### src/rtl/operand_read_stage_pkg.sv
// Risky ISA definitions shared by the operand read stage:
// default widths, immediate field sizes, opcode codes and the per-opcode
// usage classification (which sources are read, whether a GPR is written,
// which immediate field is meaningful).
package operand_read_stage_pkg;

  localparam int DATA_SIZE        = 32;
  localparam int ADDRESS_SIZE     = 16;
  localparam int INSTRUCTION_SIZE = 32;
  localparam int GPR_SIZE         = 4;

  localparam int OPCODE_SIZE    = 5;
  localparam int VALUE_SIZE     = 5;
  localparam int CONSTANT_SIZE  = 16;
  localparam int OFFSET_SIZE    = 16;
  localparam int CONDITION_SIZE = 3;

  localparam logic [OPCODE_SIZE-1:0] OP_NOP   = 5'd0;
  localparam logic [OPCODE_SIZE-1:0] OP_ADD   = 5'd1;
  localparam logic [OPCODE_SIZE-1:0] OP_SUB   = 5'd2;
  localparam logic [OPCODE_SIZE-1:0] OP_AND   = 5'd3;
  localparam logic [OPCODE_SIZE-1:0] OP_OR    = 5'd4;
  localparam logic [OPCODE_SIZE-1:0] OP_XOR   = 5'd5;
  localparam logic [OPCODE_SIZE-1:0] OP_SHL   = 5'd6;
  localparam logic [OPCODE_SIZE-1:0] OP_SHR   = 5'd7;
  localparam logic [OPCODE_SIZE-1:0] OP_LOADC = 5'd8;
  localparam logic [OPCODE_SIZE-1:0] OP_LOAD  = 5'd9;
  localparam logic [OPCODE_SIZE-1:0] OP_STORE = 5'd10;
  localparam logic [OPCODE_SIZE-1:0] OP_JUMP  = 5'd11;

  // Source usage: none, SRC_A only, or SRC_A and SRC_B.
  typedef enum logic [1:0] {SRC_NONE = 2'd0, SRC_A = 2'd1, SRC_AB = 2'd2} src_use_e;

  // Which immediate field an opcode carries.
  typedef enum logic [1:0] {IMM_NONE = 2'd0, IMM_VALUE = 2'd1, IMM_CONST = 2'd2, IMM_JUMP = 2'd3} imm_use_e;

  typedef struct packed {
    logic     legal;
    src_use_e src;
    logic     dst_wr;
    imm_use_e imm;
  } op_class_t;

  // Opcodes outside the table classify as all-zero: illegal, reads nothing, writes nothing.
  function automatic op_class_t classify(input logic [OPCODE_SIZE-1:0] op);
    op_class_t c;
    c = '0;
    case (op)
      OP_NOP:                              c.legal = 1'b1;
      OP_ADD, OP_SUB, OP_AND, OP_OR, OP_XOR: c = '{legal: 1'b1, src: SRC_AB,   dst_wr: 1'b1, imm: IMM_NONE};
      OP_SHL, OP_SHR:                      c = '{legal: 1'b1, src: SRC_A,    dst_wr: 1'b1, imm: IMM_VALUE};
      OP_LOADC:                            c = '{legal: 1'b1, src: SRC_NONE, dst_wr: 1'b1, imm: IMM_CONST};
      OP_LOAD:                             c = '{legal: 1'b1, src: SRC_A,    dst_wr: 1'b1, imm: IMM_NONE};
      OP_STORE:                            c = '{legal: 1'b1, src: SRC_AB,   dst_wr: 1'b0, imm: IMM_NONE};
      OP_JUMP:                             c = '{legal: 1'b1, src: SRC_A,    dst_wr: 1'b0, imm: IMM_JUMP};
      default:                             c = '0;
    endcase
    return c;
  endfunction

endpackage

### src/rtl/operand_read_stage_read_hazard_unit.sv
// read_hazard_unit: per-source RAW comparator against the EX and WB stages.
// Raises the hazard flag and selects the operand value. Purely combinational.
// Optional forwarding is enabled with the READ_BYPASS_EN macro.
module read_hazard_unit
  import operand_read_stage_pkg::*;
#(
  parameter int DATA_W = DATA_SIZE,
  parameter int GPR_W  = GPR_SIZE
) (
  input  logic              used,
  input  logic [GPR_W-1:0]  addr,
  input  logic [DATA_W-1:0] rf_data,
  input  logic              ex_wr_en,
  input  logic              ex_is_load,
  input  logic [GPR_W-1:0]  ex_dest,
  input  logic [DATA_W-1:0] ex_data,
  input  logic              wb_wr_en,
  input  logic [GPR_W-1:0]  wb_dest,
  input  logic [DATA_W-1:0] wb_data,
  output logic              hazard,
  output logic [DATA_W-1:0] operand
);

  logic ex_hit, wb_hit;

  // An unused source never matches, so it can neither stall nor be forwarded.
  assign ex_hit = used && ex_wr_en && (ex_dest == addr);
  assign wb_hit = used && wb_wr_en && (wb_dest == addr);

`ifdef READ_BYPASS_EN
  // Only a load in EX has no data yet; everything else is forwarded.
  assign hazard = ex_hit && ex_is_load;

  // EX is younger than WB, so it wins when both match.
  always_comb begin
    if (!used)                     operand = '0;
    else if (ex_hit && !ex_is_load) operand = ex_data;
    else if (wb_hit)               operand = wb_data;
    else                           operand = rf_data;
  end
`else
  logic unused_fwd;

  // Without forwarding any in-flight producer must retire before the read.
  assign hazard     = ex_hit || wb_hit;
  assign operand    = used ? rf_data : '0;
  assign unused_fwd = ^{ex_is_load, ex_data, wb_data};
`endif

endmodule

### src/rtl/operand_read_stage.sv
// operand_read_stage: Risky decode / register-read stage.
// Decodes in_instr, drives the register-file read ports, checks RAW hazards
// per source (read_hazard_unit), registers the bundle behind valid/ready,
// flushes on jump and counts hazard-stall cycles (saturating).
// Optional feature macro: READ_BYPASS_EN (EX/WB operand forwarding).
module operand_read_stage
  import operand_read_stage_pkg::*;
#(
  parameter int DATA_W   = DATA_SIZE,
  parameter int ADDR_W   = ADDRESS_SIZE,
  parameter int INSTR_W  = INSTRUCTION_SIZE,
  parameter int GPR_W    = GPR_SIZE,
  parameter int STALL_CW = 16
) (
  input  logic                      clock,
  input  logic                      reset,
  input  logic                      flush,
  input  logic                      in_valid,
  output logic                      in_ready,
  input  logic [ADDR_W-1:0]         in_pc,
  input  logic [INSTR_W-1:0]        in_instr,
  output logic [GPR_W-1:0]          rf_addr0,
  output logic [GPR_W-1:0]          rf_addr1,
  input  logic [DATA_W-1:0]         rf_data0,
  input  logic [DATA_W-1:0]         rf_data1,
  input  logic                      ex_wr_en,
  input  logic                      ex_is_load,
  input  logic [GPR_W-1:0]          ex_dest,
  input  logic [DATA_W-1:0]         ex_data,
  input  logic                      wb_wr_en,
  input  logic [GPR_W-1:0]          wb_dest,
  input  logic [DATA_W-1:0]         wb_data,
  output logic                      out_valid,
  input  logic                      out_ready,
  output logic [OPCODE_SIZE-1:0]    out_opcode,
  output logic [GPR_W-1:0]          out_dest,
  output logic                      out_dest_wr,
  output logic [DATA_W-1:0]         out_operand0,
  output logic [DATA_W-1:0]         out_operand1,
  output logic [VALUE_SIZE-1:0]     out_value,
  output logic [CONSTANT_SIZE-1:0]  out_constant,
  output logic [OFFSET_SIZE-1:0]    out_offset,
  output logic [CONDITION_SIZE-1:0] out_condition,
  output logic [ADDR_W-1:0]         out_pc,
  output logic [STALL_CW-1:0]       stall_count
);

  // Field map: opcode at the top, then DST, SRC_A, SRC_B; COND shares DST
  // (jumps write no GPR); VALUE/CONST/OFFSET sit at the bottom.
  localparam int OPC_MSB  = INSTR_W - 1;
  localparam int DST_MSB  = OPC_MSB - OPCODE_SIZE;
  localparam int SRCA_MSB = DST_MSB - GPR_W;
  localparam int SRCB_MSB = SRCA_MSB - GPR_W;
  localparam int COND_MSB = DST_MSB;

  localparam logic [STALL_CW-1:0] STALL_ONE = STALL_CW'(1);

  typedef struct packed {
    logic [OPCODE_SIZE-1:0]    opcode;
    logic [GPR_W-1:0]          dest;
    logic                      dest_wr;
    logic [1:0][DATA_W-1:0]    operand;
    logic [VALUE_SIZE-1:0]     value;
    logic [CONSTANT_SIZE-1:0]  constant;
    logic [OFFSET_SIZE-1:0]    offset;
    logic [CONDITION_SIZE-1:0] condition;
    logic [ADDR_W-1:0]         pc;
  } bundle_t;

  op_class_t                cls;
  logic [OPCODE_SIZE-1:0]   opcode;
  logic [1:0]               src_used;
  logic [1:0][GPR_W-1:0]    src_addr;
  logic [1:0][DATA_W-1:0]   rd_data;
  logic [1:0][DATA_W-1:0]   operand;
  logic [1:0]               src_hazard;
  logic                     hazard, busy, accept;
  bundle_t                  dec, bundle;

  assign opcode = in_instr[OPC_MSB -: OPCODE_SIZE];
  assign cls    = classify(opcode);

  // Source selection: unused sources read address 0.
  always_comb begin
    src_used[0] = (cls.src != SRC_NONE);
    src_used[1] = (cls.src == SRC_AB);
    src_addr[0] = src_used[0] ? in_instr[SRCA_MSB -: GPR_W] : '0;
    src_addr[1] = src_used[1] ? in_instr[SRCB_MSB -: GPR_W] : '0;
  end

  assign rf_addr0   = src_addr[0];
  assign rf_addr1   = src_addr[1];
  assign rd_data[0] = rf_data0;
  assign rd_data[1] = rf_data1;

  for (genvar i = 0; i < 2; i++) begin : g_src
    read_hazard_unit #(.DATA_W(DATA_W), .GPR_W(GPR_W)) u_hazard (
      .used       (src_used[i]),
      .addr       (src_addr[i]),
      .rf_data    (rd_data[i]),
      .ex_wr_en   (ex_wr_en),
      .ex_is_load (ex_is_load),
      .ex_dest    (ex_dest),
      .ex_data    (ex_data),
      .wb_wr_en   (wb_wr_en),
      .wb_dest    (wb_dest),
      .wb_data    (wb_data),
      .hazard     (src_hazard[i]),
      .operand    (operand[i])
    );
  end

  // Assemble the decoded bundle; fields an opcode does not carry stay zero.
  always_comb begin
    dec         = '0;
    dec.opcode  = cls.legal ? opcode : OP_NOP;
    dec.dest_wr = cls.dst_wr;
    if (cls.dst_wr) dec.dest = in_instr[DST_MSB -: GPR_W];
    dec.operand = operand;
    case (cls.imm)
      IMM_VALUE: dec.value    = in_instr[VALUE_SIZE-1:0];
      IMM_CONST: dec.constant = in_instr[CONSTANT_SIZE-1:0];
      IMM_JUMP: begin
        dec.offset    = in_instr[OFFSET_SIZE-1:0];
        dec.condition = in_instr[COND_MSB -: CONDITION_SIZE];
      end
      default: ;
    endcase
    dec.pc = in_pc;
  end

  assign hazard   = |src_hazard;
  assign busy     = out_valid && !out_ready;
  assign in_ready = !busy && !hazard && !flush;
  assign accept   = in_valid && in_ready;

  // Output register: flush clears, a stalled consumer holds, otherwise load or bubble.
  always_ff @(posedge clock or posedge reset) begin
    if (reset) begin
      out_valid <= 1'b0;
      bundle    <= '0;
    end else if (flush) begin
      out_valid <= 1'b0;
      bundle    <= '0;
    end else if (!busy) begin
      out_valid <= accept;
      bundle    <= accept ? dec : '0;
    end
  end

  // Saturating count of cycles an offered instruction waits on a hazard.
  always_ff @(posedge clock or posedge reset) begin
    if (reset)
      stall_count <= '0;
    else if (in_valid && hazard && !flush && !(&stall_count))
      stall_count <= stall_count + STALL_ONE;
  end

  assign out_opcode    = bundle.opcode;
  assign out_dest      = bundle.dest;
  assign out_dest_wr   = bundle.dest_wr;
  assign out_operand0  = bundle.operand[0];
  assign out_operand1  = bundle.operand[1];
  assign out_value     = bundle.value;
  assign out_constant  = bundle.constant;
  assign out_offset    = bundle.offset;
  assign out_condition = bundle.condition;
  assign out_pc        = bundle.pc;

endmodule
### config.mk
export PLATFORM = sky130hd
export DESIGN_NAME = operand_read_stage
export DESIGN_NICKNAME = d
export VERILOG_FILES = /design/src/rtl/operand_read_stage_pkg.sv /design/src/rtl/operand_read_stage_read_hazard_unit.sv /design/src/rtl/operand_read_stage.sv
export SDC_FILE = /design/constraint.sdc
export NUM_CORES = 1
export LEC_CHECK = 0
export ABC_AREA = 1
export ABC_CLOCK_PERIOD_IN_PS = 4700
export CAP_MARGIN = 20
export CORE_UTILIZATION = 38
export DETAILED_ROUTE_END_ITERATION = 10
export GPL_ROUTABILITY_DRIVEN = 0
export GPL_TIMING_DRIVEN = 0
export PLACE_DENSITY = 0.85
export SLEW_MARGIN = 15
export SYNTH_ARGS = -nofsm -noshare
export SYNTH_HDL_FRONTEND = slang
export SYNTH_SLANG_ARGS = --single-unit
### constraint.sdc
create_clock -name clock -period 4.7 [get_ports clock]
set_input_delay 0.705 -clock clock [delete_from_list [all_inputs] [get_ports clock]]
set_output_delay 0.705 -clock clock [all_outputs]
set_load 0.005 [all_outputs]
==> out/metrics.yaml, run 1 <==
status: "completed"
netlist_instances: 1039
maxSlewViolCount: 0
die_h_um: 145
whs_ps: 482
cp_max_fo: 10
final_cell_mix: "nand2_1, clkdlybuf4s50_1, dfrtp_1"
nFillCells: 1706
grt_max_degree: 93
power_uw: 3170
grt_pass1_vias: 7669
path_cells: "clkdlybuf4s50_1 > inv_2 > nor2_2 > nand2_2 > nand2_2 > nor2_4 > nor2_2 > nor2_1 > nor2_2 > nand2_1 > nand3_4 > buf_4 > nor3_1 > clkdlybuf4s50_1"
end_kind: "output port"
clock-sinks: 147
syn-cell-area_um2: 7730
path_buf_inv: 4
port_buffers: 282
grt_pass1_wl_um: 39600
drive_gt1_share_pct: 6.20
cp_top_family: "buffers and inverters"
syn_nets: 1232
root_buffer: "clkbuf_16"
setup_tns_ps: 0
area_delta_synth_final_pct: 49.3
final_nets: 1534
vdd_drop_max_uv: 202
ctsHtreeMaxLevel: 4
fin_crit_ps: 4210
ys_seq_elements: 147
ys_warn_count: 0
numCtsBuffers: 17
drtIter0Drc: 548
drc_errors: 0
synth.avg_cell_area_um2: 7.44
core_area_um2: 19700
ys_seq_area_share_pct: 47.6
finalClockSkew_ps: 7.58
yosysUniqueCellTypes: 31
cts_buffer_depth: 2
cp.arrival_ps: 3500
antenna_found_initial: 4
start_kind: "input pin"
initial_core_util_pct: 39.2
num_vias: 8159
cts_tree: "built"
routedWlPerCell_um: 16.0
power_density_nw_per_um2: 275
grt_setup_unrepaired: "no"
worst-setup-path-type: "in2out"
clock_latency_ps: 430
vias_per_cell: 5.03
worstPathRequired_ps: 3990
die_area_um2: 20900
detail-route-antenna-nets: 0
finalHoldViolCount: 0
leakagePower_uw: 0.00600
gr-total-overflow: 0
hpwl_um: 19400
ios: 348
fp.dieW_um: 145
placed_cells: 1587
fmax_ghz: 0.238
setup_viol: 0
cap_violations: 0
row_count: 51
min_path_type: "reg2reg"
worst_slew_pin_slew_ps: 797
hold_buffers: 0
crit_top_cell: "nor2_2"
drt_first_pass_iters: 5
crit_path_top_delay_cell: "clkdlybuf4s50_1"
relSlewSlack_pct: 46.9
max_stage_delay_ps: 530
wirelength_um: 25900
post-route-period-util_pct: 89.5
ctsResizeCount: 0
final_common_cell: "nand2_1"
postCtsSetupRepairBufs: 0
layout.cells.non_filler: 1621
clk_pin_slew_ps: 60
multiInputGateArea_um2: 3210
grtUsageTotal_pct: 25.0
seq_area_um2: 3680
cells by family (layout without fill, tap and decap cells):
| logic type | Yosys count | count (layout) | share of synthesized area (%) |
|---|---|---|---|
| flip-flops | 147 | 147 | 47.6 |
| XOR/XNOR | 17 | 17 | 1.93 |
| other | 0 | 2 | 0 |
| AO/OA/AOI/OAI | 10 | 10 | 0.907 |
| buffers and inverters | 192 | 507 | 10.8 |
| adder cells (fa/ha/maj) | 1 | 1 | 0.162 |
| AND/OR/NAND/NOR | 672 | 672 | 38.6 |
per-layer routing:
metal | vias up | global-route usage [%] | wire [µm]
li1 | 3907 | - | -
met1 | 3834 | 30.6 | 10600
met2 | 367 | 41.1 | 12400
met3 | 49 | 7.62 | 2210
met4 | 2 | 9.42 | 672
met5 | - | 0 | 14
path summary, 6_finish.rpt:
kind                                        startpoint                           end  cells past startpoint  slack (ps)
min in group asynchronous                        reset     out_offset[8]$_DFFE_PP0P_                      2         690
worst min register to register  out_pc[10]$_DFFE_PP0P_        out_pc[10]$_DFFE_PP0P_                      2         480
worst max register to register   out_valid$_DFFE_PP0P_     out_offset[1]$_DFFE_PP0P_                      8        2390
worst min-delay path            out_pc[10]$_DFFE_PP0P_        out_pc[10]$_DFFE_PP0P_                      2         480
worst max-delay path                      in_instr[29]                      in_ready                     14         490
max in group asynchronous                        reset  out_condition[2]$_DFFE_PP0P_                      3        3220
worst min-delay path, stage by stage (launching register included):
cell and delay (ps):
dfrtp_1 340, nand2_1 50, nand2_1 60
sequential cells by signal, summed over array words and instances (netlist names):
name,count
stall_count,16
out_offset,16
out_pc,16
out_valid,1
out_operand0,32
out_constant,16
out_dest_wr,1
out_value,5
out_opcode,5
out_dest,4
out_operand1,32
out_condition,3
cell usage after synthesis:
cell | count | share of area [%]
nand2_1 | 375 | 18
dfrtp_1 | 147 | 48
nand4_1 | 134 | 11
inv_1 | 117 | 5.7
nor2_1 | 105 | 5.1
clkbuf_1 | 32 | 1.6
nand3_1 | 31 | 2.0
buf_2 | 14 | 0.91
buf_6 | 12 | 1.7
xor2_1 | 11 | 1.2
nor3_1 | 9 | 0.58
buf_1 | 8 | 0.39
nor2_2 | 8 | 0.65
inv_2 | 6 | 0.29
xnor2_1 | 6 | 0.68
o21ai_0 | 4 | 0.26
o211ai_1 | 3 | 0.29
buf_4 | 2 | 0.19
nand2_2 | 2 | 0.16
nand3_2 | 2 | 0.26
a21oi_1 | 1 | 0.065
a21oi_4 | 1 | 0.21
clkinv_1 | 1 | 0.049
ha_1 | 1 | 0.16
nand2_4 | 1 | 0.15
nand3_4 | 1 | 0.23
nand3b_1 | 1 | 0.097
nor2_4 | 1 | 0.15
nor4_1 | 1 | 0.081
o22ai_1 | 1 | 0.081
or2_2 | 1 | 0.081
layout make-up:
class,count,area share (%)
clock inverters,13,1.52
well taps,265,2.87
repair buffers,283,24.7
flip-flops and latches,147,31.9
clock buffers,19,3.84
inverters,124,4.10
diodes,2,0.0434
multi-input cells,700,27.9
plain buffers,68,3.21
power breakdown:
part	total [µW]	switching (µW)	leakage, µW	internal, µW
logic	423	220	0.00367	203
registers	1310	21.8	0.00204	1290
clock network	1430	574	0.000294	860
total	3170	815	0.00600	2360
per-stage QoR:
stage / util (%) / worst slack (ps) / instance area (µm²)
2_1_floorplan: - / 43.7 / 7730
4_1_cts: 58.5 / 477 / 11500
5_1_grt: 58.5 / 250 / 11500
3_5_place_dp: 55.4 / 480 / 10900
3_3_place_gp: 55.2 / -1990 / 10900
6_report: 58.5 / 493 / 11500
Note: power is estimated with default switching activity, not from simulation.
==> inputs of run 2 (changes only) <==
--- a/config.mk
+++ b/config.mk
@@ -13,7 +13,6 @@
 export GPL_ROUTABILITY_DRIVEN = 0
 export GPL_TIMING_DRIVEN = 0
 export PLACE_DENSITY = 0.85
-export SLEW_MARGIN = 15
 export SYNTH_ARGS = -nofsm -noshare
 export SYNTH_HDL_FRONTEND = slang
 export SYNTH_SLANG_ARGS = --single-unit
==> out/metrics.yaml, run 2 (same netlist as run 1, synthesis figures left out) <==
vdd_drop_max_uv: 192  # -4.7%
max_stage_delay_ps: 530  # about the same
grt_setup_unrepaired: "no"
crit_path_top_delay_cell: "clkdlybuf4s50_1"
final_nets: 1534  # unchanged
die_h_um: 145  # unchanged
drive_gt1_share_pct: 6.14  # -0.065 points
start_kind: "input pin"
port_buffers: 282  # unchanged
wirelength_um: 25900  # -0.21%
worst-setup-path-type: "in2out"
postCtsSetupRepairBufs: 0  # unchanged
setup_viol: 0  # unchanged
area_delta_synth_final_pct: 49.5
clk_pin_slew_ps: 60  # about the same
drtIter0Drc: 501  # -8.6%
min_path_type: "reg2reg"
hpwl_um: 19400  # about the same
grt_pass1_wl_um: 39900  # +0.63%
root_buffer: "clkbuf_16"
grt_pass1_vias: 7699  # +0.39%
core_area_um2: 19700  # unchanged
grtUsageTotal_pct: 25.1  # +0.15 points
vias_per_cell: 5.05  # +0.27%
initial_core_util_pct: 39.2  # unchanged
final_common_cell: "nand2_1"
path_cells: "clkdlybuf4s50_1 > inv_2 > nor2_2 > nand2_2 > nand2_2 > nor2_4 > nor2_2 > nor2_1 > nor2_2 > nand2_1 > nand3_4 > buf_4 > nor3_1 > clkdlybuf4s50_1"
end_kind: "output port"
clock_latency_ps: 420  # about the same
worst_slew_pin_slew_ps: 917  # +120 ps
hold_buffers: 0  # unchanged
cts_tree: "built"
place_ws_ps: 488  # +7.56 ps
gr-total-overflow: 0  # unchanged
routedWlPerCell_um: 16.0  # about the same
detail-route-antenna-nets: 0  # unchanged
maxSlewViolCount: 0  # unchanged
finalHoldViolCount: 0  # unchanged
fmax_ghz: 0.237  # -0.12%
num_vias: 8171  # +0.15%
ctsResizeCount: 0  # unchanged
ctsHtreeMaxLevel: 4  # unchanged
clock-sinks: 147  # unchanged
final_cell_mix: "nand2_1, clkdlybuf4s50_1, dfrtp_1"
power_density_nw_per_um2: 279  # +1.6%
die_area_um2: 20900  # unchanged
whs_ps: 481  # -1.46 ps
ios: 348  # unchanged
path_buf_inv: 4  # unchanged
worstPathRequired_ps: 3990  # about the same
crit_top_cell: "nor2_2"
row_count: 51  # unchanged
grt_max_degree: 93  # unchanged
numCtsBuffers: 17  # unchanged
status: "completed"
post-route-period-util_pct: 89.6  # +0.11 points
fp.dieW_um: 145  # unchanged
finalClockSkew_ps: 8.20  # +0.621 ps
drc_errors: 0  # unchanged
antenna_found_initial: 4  # unchanged
fin_crit_ps: 4210  # +4.94 ps
relSlewSlack_pct: 38.9  # -8.0 points
cts_buffer_depth: 2  # unchanged
utilization_pct: 58.6  # +0.070 points
leakagePower_uw: 0.00600  # about the same
drt_first_pass_iters: 6  # +1
cp_max_fo: 10  # unchanged
final.setup.worst_slack_ps: 488  # -4.94 ps
cp.arrival_ps: 3510  # about the same
cp_top_family: "buffers and inverters"
cap_violations: 0  # unchanged
[run 2: cell type report]
cell class	count	area, µm²
fillers	1721	8160
flip-flops and latches	147	3680
multi-input cells	700	3210
repair buffers	283	2850
inverters	124	470
clock buffers	17	425
plain buffers	68	370
well taps	265	332
clock inverters	13	209
diodes	2	5.00
[run 2: where the power goes]
| group | internal [µW] | switching, µW | total, µW |
|---|---|---|---|
| Sequential | 1290 | 22.0 | 1310 |
| Combinational | 203 | 219 | 422 |
| Clock | 937 | 552 | 1490 |
[run 2: per-stage QoR]
| step | TNS, ps | area (µm²) | std cells | total power, µW |
|---|---|---|---|---|
| 2_1_floorplan | 0 | 7730 | 1039 | 1510 |
| 3_3_place_gp | -289720 | 10900 | 1586 | 1750 |
| 3_5_place_dp | 0 | 10900 | 1587 | 1760 |
| 4_1_cts | 0 | 11500 | 1617 | 3240 |
| 5_1_grt | 0 | 11600 | 1619 | 3340 |
| 6_report | 0 | 11600 | 1619 | 3230 |
[run 2: worst paths after layout]
kind	cells past startpoint	slack, ps	start	endpoint
max in group asynchronous	3	3170	reset	out_offset[15]$_DFFE_PP0P_
min in group asynchronous	2	710	reset	out_offset[8]$_DFFE_PP0P_
hold / removal	2	480	out_pc[10]$_DFFE_PP0P_	out_pc[10]$_DFFE_PP0P_
hold reg to reg	2	480	out_pc[10]$_DFFE_PP0P_	out_pc[10]$_DFFE_PP0P_
setup / recovery	14	490	in_instr[29]	in_ready
setup reg to reg	8	2430	out_valid$_DFFE_PP0P_	out_offset[2]$_DFFE_PP0P_
[run 2: worst register-to-register path: cells and delay by family (launching register included)]
kind / cells / cell delay (ps)
buffers and inverters: 4 / 1240
DFF: 1 / 370
and+or+nand+nor: 4 / 610
[run 2: layer usage]
| layer | vias up | share of wire, % | track usage (%) |
|---|---|---|---|
| met5 | - | 0.066 | 0 |
| met4 | 2 | 2.4 | 9.81 |
| met3 | 52 | 8.4 | 6.36 |
| met2 | 385 | 48 | 41.7 |
| met1 | 3830 | 41 | 31.1 |
| li1 | 3902 | - | - |
